File: config.mk
export PLATFORM = sky130hd
export DESIGN_NAME = fetch_sequencer
export DESIGN_NICKNAME = d
export VERILOG_FILES = /design/src/rtl/fetch_sequencer.sv
export SDC_FILE = /design/constraint.sdc
export NUM_CORES = 1
export LEC_CHECK = 0
export ABC_AREA = 1
export BUFFER_PORTS_ARGS = -buffer_cell sky130_fd_sc_hd__buf_2
export CAP_MARGIN = 10
export CORE_ASPECT_RATIO = 0.6
export CORE_MARGIN = 3
export CORE_UTILIZATION = 37
export CTS_CLUSTER_DIAMETER = 100
export DETAILED_ROUTE_END_ITERATION = 6
export PLACE_DENSITY = 0.61
export SLEW_MARGIN = 40
export SYNTH_ARGS = -nofsm -noshare
export SYNTH_HDL_FRONTEND = slang
export SYNTH_SLANG_ARGS = --single-unit
File: constraint.sdc
create_clock -name clk -period 5.6 [get_ports clk]
set_clock_uncertainty 0.2 [all_clocks]
set_input_delay 1.12 -clock clk [delete_from_list [all_inputs] [get_ports clk]]
set_output_delay 1.12 -clock clk [all_outputs]
set_load 0.03 [all_outputs]
File: src/rtl/fetch_sequencer.sv
// Multi-cycle instruction fetch: four byte reads assembled big-endian, valid/ready to execute.
// Optional FETCH_ALIGN_CHECK_EN traps misaligned redirects in a sticky FAULT state.
module fetch_sequencer #(
  parameter int                ADDR_W   = 64,
  parameter logic [ADDR_W-1:0] RESET_PC = '0
) (
  input  logic              clk,
  input  logic              reset,
  input  logic              start,
  output logic [ADDR_W-1:0] mem_addr,
  output logic              mem_rd,
  input  logic [7:0]        mem_data,
  output logic [31:0]       inst,
  output logic [ADDR_W-1:0] inst_pc,
  output logic              inst_valid,
  input  logic              inst_ready,
  input  logic              redirect,
  input  logic [ADDR_W-1:0] redirect_pc,
  output logic              busy,
  output logic              fault
);

  localparam logic [1:0] S_IDLE  = 2'd0;
  localparam logic [1:0] S_FETCH = 2'd1;
  localparam logic [1:0] S_VALID = 2'd2;
`ifdef FETCH_ALIGN_CHECK_EN
  localparam logic [1:0] S_FAULT = 2'd3;
`endif

  logic [1:0]        r_state;
  logic [ADDR_W-1:0] r_pc;
  logic [1:0]        r_byte_cnt;
  logic [31:0]       r_partial;
  logic [31:0]       r_inst;
  logic [1:0]        w_redirect_state;

`ifdef FETCH_ALIGN_CHECK_EN
  assign w_redirect_state = (redirect_pc[1:0] != 2'b00) ? S_FAULT : S_FETCH;
  assign fault            = (r_state == S_FAULT);
`else
  assign w_redirect_state = S_FETCH;
  assign fault            = 1'b0;
`endif

  assign mem_rd     = (r_state == S_FETCH);
  assign mem_addr   = mem_rd ? (r_pc + ADDR_W'(r_byte_cnt)) : r_pc;
  assign inst       = r_inst;
  assign inst_pc    = r_pc;
  assign inst_valid = (r_state == S_VALID);
  assign busy       = (r_state != S_IDLE);

  // NOTE: sequential state uses non-blocking assignments so every register samples pre-edge values.
  always_ff @(posedge clk or posedge reset) begin
    if (reset) begin
      r_state    <= S_IDLE;
      r_pc       <= RESET_PC;
      r_byte_cnt <= 2'd0;
      r_partial  <= 32'd0;
      r_inst     <= 32'd0;
    end else begin
      case (r_state)
        S_IDLE: begin
          if (redirect) begin
            r_pc       <= redirect_pc;
            r_byte_cnt <= 2'd0;
            r_state    <= w_redirect_state;
          end else if (start) begin
            r_byte_cnt <= 2'd0;
            r_state    <= S_FETCH;
          end
        end
        S_FETCH: begin
          if (redirect) begin
            r_pc       <= redirect_pc;
            r_byte_cnt <= 2'd0;
            r_state    <= w_redirect_state;
          end else begin
            case (r_byte_cnt)
              2'd0: r_partial[31:24] <= mem_data;
              2'd1: r_partial[23:16] <= mem_data;
              2'd2: r_partial[15:8]  <= mem_data;
              default: r_partial[7:0] <= mem_data;
            endcase
            // inst is only updated once the final byte arrives, never with a partial word.
            if (r_byte_cnt == 2'd3) begin
              r_inst     <= {r_partial[31:8], mem_data};
              r_byte_cnt <= 2'd0;
              r_state    <= S_VALID;
            end else begin
              r_byte_cnt <= r_byte_cnt + 2'd1;
            end
          end
        end
        S_VALID: begin
          if (redirect) begin
            r_pc       <= redirect_pc;
            r_byte_cnt <= 2'd0;
            r_state    <= w_redirect_state;
          end else if (inst_ready) begin
            r_pc       <= r_pc + ADDR_W'(4);
            r_byte_cnt <= 2'd0;
            r_state    <= S_FETCH;
          end
        end
        default: begin
          // FAULT is sticky: only reset leaves it.
          r_state <= r_state;
        end
      endcase
    end
  end

endmodule

==> qor.csv <==
metric,value,unit
status,"complete, no violations",
cts_hold_buf,0,
path_clk_slew,0.06,ns
clockPowerShare,17.5,%
period_share,82.8,%
p_sw,3720,uW
crit_chain,ha_1 > inv_1 > fa_1 > inv_1 > nand2_1 > buf_4 > inv_1 > nand2_1 > nor2_1 > nand3_1 > xor2_1 > inv_1 > buf_2,
synth_edf_count,0,
setup_viol,0,
nets,1529,
yosys_most_used_dff,dfrtp_1,
dr_wl_met3,3.85,mm
power_frac_seq,28.8,%
power_density,643,mW/mm^2
start_util,38.1,%
setup_slack,0.962,ns
crit_buf_inv,6,
port_buffers,239,
clk_path_buf_depth,2,
fin_crit,4.64,ns
layout.cells.non_filler,1764,
worstSetupPathDepth,13,
vias,9070,
drtAntennaViolNets,0,
clock-sinks,124,
die_area,0.0248,mm^2
ys.warnings.count,0,
cts.htree.levels,4,
cpMostUsedCell,inv_1,
synth_area_leaders,"dfrtp_1 (37%), nand2_1 (17%), nor2_1 (6.4%)",
endpoint_kind,output pin,
cp.required,4.28,ns
synth_seq_cells,124,
grt-ovfl-total,0,
synth.top_cell.area_share,36.6,%
area_growth,24.5,%
drv_slew,0,
crit_fanout,13,
worstHoldEndpoint,inst[3]$_DFFE_PP0P_,
r2r_start,r_state[1]$_DFFE_PP0P_,
min_from,inst[3]$_DFFE_PP0P_,
first_global_vias,8132,
setup.worst_path.class,flip-flop to output pin,
cell_internal_pwr,3070,uW
wl,33.5,mm
rr_worst_depth,9,
cts_tree,yes,
final_layout_size_suffix_gt1_share,24.2,%
gp_congestion,0.945,
max-cap-violations,0,
pwr-share-comb,53.6,%
grt_pass1_wl,49.7,mm
synthCells,1219,
wl_met1,16.6,mm
cts_setup_buffers,0,
setup.worst_path.start_class,flip-flop,
syn_area,0.00848,mm^2
highest_layer,met4,
hold_violations,0,
max_slew_margin,53.6,%
rsz0062_at_grt,false,
synth_area_per_cell,6.96,um^2
synthTopCellsByCount,"nand2_1 (377), nor2_1 (144), dfrtp_1 (124)",
yosysMostFrequentCell,nand2_1,
cpMaxStageDelayCell,inv_1,
swShare,54.7,%
fmax,216,MHz
wl_per_cell,19.0,um
post-place-ws,1.49,ns
root_buffer,clkbuf_16,
synthArstFlopShare,100,%
hpwlAfterDp,26.2,mm
via_per_inst,5.14,
synth_nets,1304,
critical_path.max_stage_delay,0.54,ns
drc,0,
fp.dieH,123,um
cts_made_buffers,17,
critPathTopFamily,buffers and inverters,
hold_path_class,flip-flop to flip-flop,
die-width,201,um
grt_max_degree,89,
yosysTopAreaCell,dfrtp_1,
leakagePower,0.00529,uW
insertion_delay,0.42,ns
min_path_cells,2,
setup_tns,0,ns
ir_worst_vdd,0.327,mV
routed-wl-met2,12.6,mm
grt_usage,26.7,%
num_rows,42,
fin_total_pwr,6790,uW
dr.first_iter.drc_count,1069,
n_antenna_cell,0,
dp_cells,1733,
ys_types,40,
ctsResizeCount,0,
core,0.0223,mm^2
dr.pass1.iters,6,
worstMarginPinSlew,0.695,ns
reg2reg_to,inst_pc[21]$_DFFE_PP0P_,
r2r_setup_slack,2.82,ns
yosysSeqAreaShare,36.6,%
boundaryPins,241,
antenna_found_initial,1,
arrival,3.32,ns
-- kinds of logic after synthesis --
kind of cell | share of synthesized area, %
and+or+nand+nor | 32.9
AOI/OAI and AO/OA | 12.6
buffers and inverters | 7.92
DFF | 36.6
xor gates and xnor gates | 5.37
muxes | 3.32
adders and majority gates | 1.27
other | 0.0442
-- cell usage in the layout (no fill, tap or decap), types with 2 or more instances in the layout --
cell type   instances
clkbuf_16          17
buf_4               8
a31oi_1             3
nor2_1            143
dfrtp_1           124
nand3b_1            2
o21ai_1            15
o21ai_0            94
xor2_1             45
clkbuf_1            2
ha_1                7
inv_2               3
nand2_2             8
xnor2_1             7
nor2_4             10
nand4_1            17
bufinv_16           4
o21bai_1            4
a22oi_1             2
o22ai_1             5
o21a_1             30
mux2_2             25
or2_2               6
nand2_1           377
and2_1              4
nand3_2             2
nor3_1              2
clkinv_2            2
buf_2             239
a21oi_1            37
nand2_4             4
clkinv_4            2
nand3_1            61
clkinvlp_4          3
inv_1             117
inv_6               2
nor2_2             14
clkbuf_8            2
-- state kept, by name (all words and copies together) (netlist names) --
name,cells
inst_pc,64
r_byte_cnt,2
r_state,2
inst,32
r_partial,24
-- area by class of cell --
cell class | count | area (um^2)
fill | 2345 | 11700
multi-input combinational | 931 | 4720
sequential | 124 | 3100
timing repair buffer | 247 | 1260
inverter | 123 | 473
clock buffer | 21 | 460
tap | 308 | 385
clock inverter | 10 | 165
-- worst min-delay path: cells and delay by family (launching register included) --
family | cells | cell delay (ns)
AOI/OAI and AO/OA | 1 | 0.06
DFF | 1 | 0.34
and+or+nand+nor | 1 | 0.05
-- metal layers --
| layer | track usage, % | up-vias |
|---|---|---|
| li1 | - | 4326 |
| met1 | 42.7 | 4274 |
| met2 | 33.9 | 437 |
| met3 | 8.29 | 33 |
| met4 | 5.79 | 0 |
| met5 | 0 | - |
-- worst max-delay path by stage --
stage	slack, ns	start	endpoint
after floorplan	0.98	reset	inst[0]$_DFFE_PP0P_
after global placement	1.57	r_byte_cnt[0]$_DFFE_PP0P_	mem_addr[50]
after detailed placement	1.49	r_byte_cnt[0]$_DFFE_PP0P_	mem_addr[50]
after CTS	1.01	r_byte_cnt[0]$_DFFE_PP0P_	mem_addr[50]
after global routing	0.85	r_byte_cnt[0]$_DFFE_PP0P_	mem_addr[50]
final	0.96	r_byte_cnt[0]$_DFFE_PP0P_	mem_addr[50]
-- power by group through the flow --
| stage | registers [uW] | clock network, uW | logic, uW |
|---|---|---|---|
| after floorplan | 2300 | 0 | 1980 |
| after detailed placement | 1930 | 0 | 3630 |
| after global placement | 1930 | 0 | 3600 |
| final | 1960 | 1190 | 3640 |
| after global routing | 2000 | 1250 | 3940 |
| after CTS | 1920 | 1220 | 3640 |
-- stage by stage --
step | hold slack, ns | utilization [%] | cell area, um^2
6_report | 0.280 | 47.4 | 10600
5_1_grt | 0.298 | 47.4 | 10600
4_1_cts | 0.284 | 47.4 | 10600
3_5_place_dp | 0.269 | 44.6 | 9930
3_3_place_gp | 0.263 | 44.5 | 9930
2_1_floorplan | 0.249 | - | 8480
(Power assumes the default switching activity.)
